$ cat src/rtl/jmb_mad_pipe_if.sv
// Handshake bundle for jmb_mad_pipe: input beat channel and result channel.
// The master side drives beats and out_ready; the slave side is the pipeline.
interface jmb_mad_pipe_if #(
  parameter int IN_W  = 16,
  parameter int ACC_W = 40
);
  logic             in_valid;
  logic             in_ready;
  logic             in_acc;
  logic [IN_W-1:0]  add_1;
  logic [IN_W-1:0]  add_2;
  logic [IN_W-1:0]  mult;
  logic             out_valid;
  logic             out_ready;
  logic [ACC_W-1:0] out_data;
  logic             out_ovf;

  modport master (
    output in_valid, in_acc, add_1, add_2, mult, out_ready,
    input  in_ready, out_valid, out_data, out_ovf
  );

  modport slave (
    input  in_valid, in_acc, add_1, add_2, mult, out_ready,
    output in_ready, out_valid, out_data, out_ovf
  );
endinterface

$ cat src/rtl/jmb_mad_pipe.sv
// Two-stage pipelined (add_1 + add_2) * mult with optional running accumulation.
// Define JMB_MAD_SAT_EN to saturate on accumulator overflow instead of wrapping.
module jmb_mad_pipe #(
  parameter int IN_W  = 16,
  parameter int ACC_W = 40
) (
  input  logic           clk,
  input  logic           rst_n,
  jmb_mad_pipe_if.slave  bus
);
  localparam int PROD_W = 2 * IN_W + 1;

  logic              v1_q, v1_d;
  logic [IN_W:0]     sum1_q, sum1_d;
  logic [IN_W-1:0]   mult1_q, mult1_d;
  logic              acc1_q, acc1_d;
  logic              v2_q, v2_d;
  logic [ACC_W-1:0]  out_data_q, out_data_d;
  logic              out_ovf_q, out_ovf_d;

  logic              s1_load_s;
  logic              s2_load_s;
  logic              in_ready_s;
  logic [PROD_W-1:0] prod_w_s;
  logic [ACC_W-1:0]  prod_s;
  logic [ACC_W:0]    total_s;
  logic              ovf_s;
  logic [ACC_W-1:0]  result_s;

  // Pipeline advance: S2 frees up whenever its result is taken, so S1 can refill in the same cycle.
  always_comb begin
    s2_load_s  = v1_q && (!v2_q || bus.out_ready);
    in_ready_s = !v1_q || s2_load_s;
    s1_load_s  = bus.in_valid && in_ready_s;
  end

  // Stage 1 next state: carry-preserving sum plus the operands S2 needs.
  always_comb begin
    if (s1_load_s) begin
      sum1_d  = {1'b0, bus.add_1} + {1'b0, bus.add_2};
      mult1_d = bus.mult;
      acc1_d  = bus.in_acc;
    end else begin
      sum1_d  = sum1_q;
      mult1_d = mult1_q;
      acc1_d  = acc1_q;
    end
    if (s1_load_s) begin
      v1_d = 1'b1;
    end else if (s2_load_s) begin
      v1_d = 1'b0;
    end else begin
      v1_d = v1_q;
    end
  end

  // Stage 2 datapath: the presented result doubles as the accumulator.
  always_comb begin
    prod_w_s = PROD_W'(sum1_q) * PROD_W'(mult1_q);
    prod_s   = ACC_W'(prod_w_s);
    if (acc1_q) begin
      total_s = {1'b0, out_data_q} + {1'b0, prod_s};
    end else begin
      total_s = {1'b0, prod_s};
    end
    ovf_s = total_s[ACC_W];
`ifdef JMB_MAD_SAT_EN
    if (ovf_s) begin
      result_s = {ACC_W{1'b1}};
    end else begin
      result_s = total_s[ACC_W-1:0];
    end
`else
    result_s = total_s[ACC_W-1:0];
`endif
  end

  // Stage 2 next state: result held stable while the consumer stalls.
  always_comb begin
    if (s2_load_s) begin
      v2_d       = 1'b1;
      out_data_d = result_s;
      out_ovf_d  = ovf_s;
    end else if (bus.out_ready) begin
      v2_d       = 1'b0;
      out_data_d = out_data_q;
      out_ovf_d  = out_ovf_q;
    end else begin
      v2_d       = v2_q;
      out_data_d = out_data_q;
      out_ovf_d  = out_ovf_q;
    end
  end

  // Pipeline registers.
  always_ff @(posedge clk or negedge rst_n) begin
    if (!rst_n) begin
      v1_q       <= 1'b0;
      sum1_q     <= '0;
      mult1_q    <= '0;
      acc1_q     <= 1'b0;
      v2_q       <= 1'b0;
      out_data_q <= '0;
      out_ovf_q  <= 1'b0;
    end else begin
      v1_q       <= v1_d;
      sum1_q     <= sum1_d;
      mult1_q    <= mult1_d;
      acc1_q     <= acc1_d;
      v2_q       <= v2_d;
      out_data_q <= out_data_d;
      out_ovf_q  <= out_ovf_d;
    end
  end

  assign bus.in_ready  = in_ready_s;
  assign bus.out_valid = v2_q;
  assign bus.out_data  = out_data_q;
  assign bus.out_ovf   = out_ovf_q;
endmodule

$ cat src/flat_wrapper.sv
// flat-port wrapper written by rule: the top's interface ports become plain ports
module jmb_mad_pipe_flat 
#(
  parameter int IN_W  = 16,
  parameter int ACC_W = 40
)
  (clk, rst_n, bus_in_valid, bus_in_acc, bus_add_1, bus_add_2, bus_mult, bus_out_ready, bus_in_ready, bus_out_valid, bus_out_data, bus_out_ovf);
  jmb_mad_pipe_if #(.IN_W(IN_W), .ACC_W(ACC_W)) bus_i ();
  input  logic clk;
  input  logic rst_n;
  input wire logic [$bits(bus_i.in_valid)-1:0] bus_in_valid;
  input wire logic [$bits(bus_i.in_acc)-1:0] bus_in_acc;
  input wire logic [$bits(bus_i.add_1)-1:0] bus_add_1;
  input wire logic [$bits(bus_i.add_2)-1:0] bus_add_2;
  input wire logic [$bits(bus_i.mult)-1:0] bus_mult;
  input wire logic [$bits(bus_i.out_ready)-1:0] bus_out_ready;
  output wire logic [$bits(bus_i.in_ready)-1:0] bus_in_ready;
  output wire logic [$bits(bus_i.out_valid)-1:0] bus_out_valid;
  output wire logic [$bits(bus_i.out_data)-1:0] bus_out_data;
  output wire logic [$bits(bus_i.out_ovf)-1:0] bus_out_ovf;
  assign bus_i.in_valid = bus_in_valid;
  assign bus_i.in_acc = bus_in_acc;
  assign bus_i.add_1 = bus_add_1;
  assign bus_i.add_2 = bus_add_2;
  assign bus_i.mult = bus_mult;
  assign bus_i.out_ready = bus_out_ready;
  assign bus_in_ready = bus_i.in_ready;
  assign bus_out_valid = bus_i.out_valid;
  assign bus_out_data = bus_i.out_data;
  assign bus_out_ovf = bus_i.out_ovf;
  jmb_mad_pipe #(.IN_W(IN_W), .ACC_W(ACC_W)) u_core (.clk(clk), .rst_n(rst_n), .bus(bus_i));
endmodule
$ cat config.mk
export PLATFORM = sky130hd
export DESIGN_NAME = jmb_mad_pipe_flat
export DESIGN_NICKNAME = d
export VERILOG_FILES = /design/src/rtl/jmb_mad_pipe_if.sv /design/src/rtl/jmb_mad_pipe.sv /design/src/flat_wrapper.sv
export SDC_FILE = /design/constraint.sdc
export NUM_CORES = 1
export LEC_CHECK = 0
export CORE_UTILIZATION = 40
export CTS_BUF_LIST = sky130_fd_sc_hd__clkbuf_8
export DETAILED_ROUTE_END_ITERATION = 16
export GPL_ROUTABILITY_DRIVEN = 0
export PLACE_DENSITY = 0.59
export SLEW_MARGIN = 30
export SYNTH_ARGS = -nofsm -noshare
export SYNTH_HDL_FRONTEND = slang
export SYNTH_SLANG_ARGS = --single-unit
$ cat constraint.sdc
create_clock -name clk -period 24.2 [get_ports clk]
set_input_delay 4.84 -clock clk [delete_from_list [all_inputs] [get_ports clk]]
set_output_delay 4.84 -clock clk [all_outputs]
set_load 0.01 [all_outputs]
==> summary.md <==
| Metric | Value |
|---|---|
| Most frequent cells in the layout | `inv_1 (265), nand2_1 (243), fa_1 (210)` |
| CP peak stage delay | `570 ps` |
| Final hold vios | `0` |
| Critical Path End Type | `primary output` |
| Worst EP required | `19360 ps` |
| CP Depth | `3` |
| Clk sinks | `77` |
| Largest family of logic cells by synthesized area | `adder cells` |
| Die height | `193 um` |
| Hpwl dp | `27400 um` |
| Reg-to-Reg Start | `u_core.mult1_q[7]$_DFFE_PN0P_` |
| Remaining DRCs | `0` |
| H-Tree Depth | `3` |
| FF-to-FF setup slack | `15380 ps` |
| Reg2reg end | `u_core.bus.out_data[36]$_DFFE_PN0P_` |
| Hold-critical path depth | `2` |
| CP Launch Type | `input pin` |
| Yosys reg bits | `77` |
| Drt pass-1 iters | `7` |
| Asr flop ratio synth | `1.00` |
| Root buf cell | `clkbuf_8` |
| Final period util | `0.449` |
| Cell area after layout | `16100 um^2` |
| IO buf count | `95` |
| Largest fanout on the critical path | `3` |
| Buf/Inv on CP | `2` |
| Crit path cell chain | `clkdlybuf4s50_1 -> nand3b_1 -> clkdlybuf4s50_1` |
| Slew headroom | `0.462` |
| Final setup violation count | `0` |
| Top FF cell, synth | `dfrtp_1` |
| Setup Fix Bufs, Post-CTS | `0` |
| Synth Area in Adders | `0.421` |
| Grt ovf | `0` |
| Starting Density | `0.409` |
| Post-Synth Simple-Gate Area | `0.173` |
| Dpl ws | `13330 ps` |
| EDFF count, synth | `0` |
| Least-Margin Pin Slew | `807 ps` |
| Mapped Avg Cell Area | `8.73 um^2` |
| Post-CTS resize count | `0` |
| YS warnings | `0` |
| Worst skew pair latency | `400 ps` |
| CTS tree | `yes` |
| GRT Total Usage | `0.194` |
| Final ANT Viol Nets | `0` |
| RSZ-0062 raised after global routing | `no` |
| Worst clock skew | `13.4 ps` |
| Distinct cells, synth | `69` |
| XOR/XNOR share of the synthesized area | `0.0402` |
| Vias in the first global route | `11600` |
| Mux cell area share after synthesis | `0.0311` |
| CP delay by family, top | `buffers and inverters` |
| Mapped cell area | `14600 um^2` |
| Final Util | `0.452` |
| Hold Crit Class | `flop to flop` |
| Ports | `96` |
| Dpl cell area | `16000 um^2` |
| Clock transition at path regs | `100 ps` |
| Share of layout cells above drive strength 1 | `0.0364` |
| Syn_nets | `2093` |
| Average vias per placed instance | `5.25` |
| Worst setup margin | `13330 ps` |
| Outcome | `finished clean` |
| Final wirelength | `34400 um` |
| DIE WIDTH | `193 um` |
| Post-synthesis sequential area ratio | `0.132` |
| CP Class | `input pin to primary output` |
| Final Max Slew Viols | `0` |
| Minimum clock period | `10870 ps` |
| Num rows | `69` |
| Post-Synthesis Cells | `1674` |
| Core Area | `35700 um^2` |
| Area delta synth->final | `10.4%` |
| Most used cell, CP | `clkdlybuf4s50_1` |
| Crit path DAT | `6030 ps` |
| Fmax | `92.0 MHz` |
| Initial antenna violation count | `0` |
| Initial drt markers | `479` |
| Largest net degree at the start of global routing | `71` |
| Max cap viols | `0` |
| Worst r2r path cells | `30` |
| Cts bufs inserted | `9` |
| CP max-delay cell | `clkdlybuf4s50_1` |
| Most common cell after layout, fill and taps aside | `inv_1` |
| Detailed-route via count | `11500` |
| CTS Buffer Depth | `2` |
| Post-layout nets | `2144` |
| Setup TNS | `0 ps` |
| Antenna cells | `0` |
| Fillcell total | `3577` |
| Compound-cell area share of the yosys netlist | `0.119` |
| CP Launch Point | `bus_out_ready` |
| Routed len/inst | `15.7 um` |
| Die ar. | `37300 um^2` |
| Setup crit end | `bus_in_ready` |
| First-pass GRT wire length | `57300 um` |
| Cts hold-fix bufs | `0` |
-- stage by stage --
step,std cells,hold WS [ps]
after global placement,2175,481
final,2191,515
after floorplan,1674,471
after CTS,2191,512
after global routing,2191,546
after detailed placement,2175,488
-- how the worst min path moves through the flow --
stage,startpoint,endpoint,slack [ps]
2_1_floorplan,u_core.v1_q$_DFFE_PN0P_,u_core.bus.out_valid$_DFFE_PN0P_,470
3_3_place_gp,u_core.bus.out_ovf$_DFFE_PN0P_,u_core.bus.out_ovf$_DFFE_PN0P_,480
3_5_place_dp,u_core.bus.out_ovf$_DFFE_PN0P_,u_core.bus.out_ovf$_DFFE_PN0P_,490
4_1_cts,u_core.bus.out_ovf$_DFFE_PN0P_,u_core.bus.out_ovf$_DFFE_PN0P_,510
5_1_grt,u_core.bus.out_ovf$_DFFE_PN0P_,u_core.bus.out_ovf$_DFFE_PN0P_,550
6_report,u_core.bus.out_ovf$_DFFE_PN0P_,u_core.bus.out_ovf$_DFFE_PN0P_,520
-- layout make-up --
| type | instances | area (um^2) | share of cell area |
|---|---|---|---|
| multi-input combinational | 1272 | 11500 | 0.711 |
| clock inverter | 7 | 57.6 | 0.00357 |
| clock buffer | 9 | 124 | 0.00768 |
| inverter | 265 | 995 | 0.0616 |
| timing repair buffer | 100 | 986 | 0.0611 |
| sequential | 77 | 1930 | 0.119 |
| tap | 461 | 577 | 0.0357 |
-- Yosys cell counts (3+ instances only) --
library cell | count | area (um^2)
fa_1 | 210 | 4200
nor2b_1 | 9 | 56.3
nand2b_1 | 12 | 75.1
and3_1 | 7 | 43.8
buf_1 | 4 | 15.0
clkbuf_1 | 54 | 203
mux2_2 | 19 | 214
ha_1 | 156 | 1950
a31oi_1 | 10 | 62.6
and2_1 | 131 | 820
or3_1 | 4 | 25.0
dfrtp_1 | 77 | 1930
a21o_1 | 30 | 225
mux2i_1 | 24 | 240
xor2_1 | 27 | 236
nor2_1 | 60 | 225
a311oi_1 | 3 | 26.3
o21bai_1 | 6 | 45.0
inv_1 | 265 | 995
o41ai_1 | 3 | 26.3
or2_2 | 3 | 18.8
xnor2_1 | 40 | 350
a211oi_1 | 8 | 60.1
o21a_1 | 11 | 82.6
o21ai_1 | 3 | 15.0
o31ai_1 | 4 | 30.0
o21ai_0 | 82 | 410
o211a_1 | 3 | 30.0
nand3_1 | 16 | 80.1
a21oi_1 | 61 | 305
or4_1 | 4 | 30.0
nand4_1 | 9 | 56.3
nor3_1 | 16 | 80.1
o211ai_1 | 14 | 105
nand2_1 | 245 | 920
-- routing by layer --
layer / track usage / routed length (um)
met5: 0 / 0
met4: 0.0568 / 755
met3: 0.0199 / 1020
met1: 0.247 / 14800
met2: 0.348 / 17900
-- state kept, by name, indices dropped and copies added, names as in the netlist --
name                  count
u_core.bus.out_data      40
u_core.v1_q               1
u_core.bus.out_ovf        1
u_core.acc1_q             1
u_core.sum1_q            17
u_core.mult1_q           16
u_core.bus.out_valid      1
-- kinds of logic (layout without fill, tap and decap cells) --
kind of cell / count (synthesis) / after routing
AO/OA/AOI/OAI: 269 / 269
XOR/XNOR: 67 / 67
adder cells (fa/ha/maj): 366 / 366
buffers and inverters: 325 / 381
flip-flops: 77 / 77
multiplexers: 43 / 43
AND/OR/NAND/NOR: 527 / 527
-- worst register-to-register path: cells and delay by family (launching register included) --
kind                       cells  cell delay, ps
AOI/OAI and AO/OA              9            2160
xor gates and xnor gates       1             210
adders and majority gates      8            3730
buffers and inverters          5             240
DFF                            1             870
and+or+nand+nor                7            1470
Power is not shown: default switching activity piles up to over one toggle a cycle in this logic, so the estimate is an artifact.
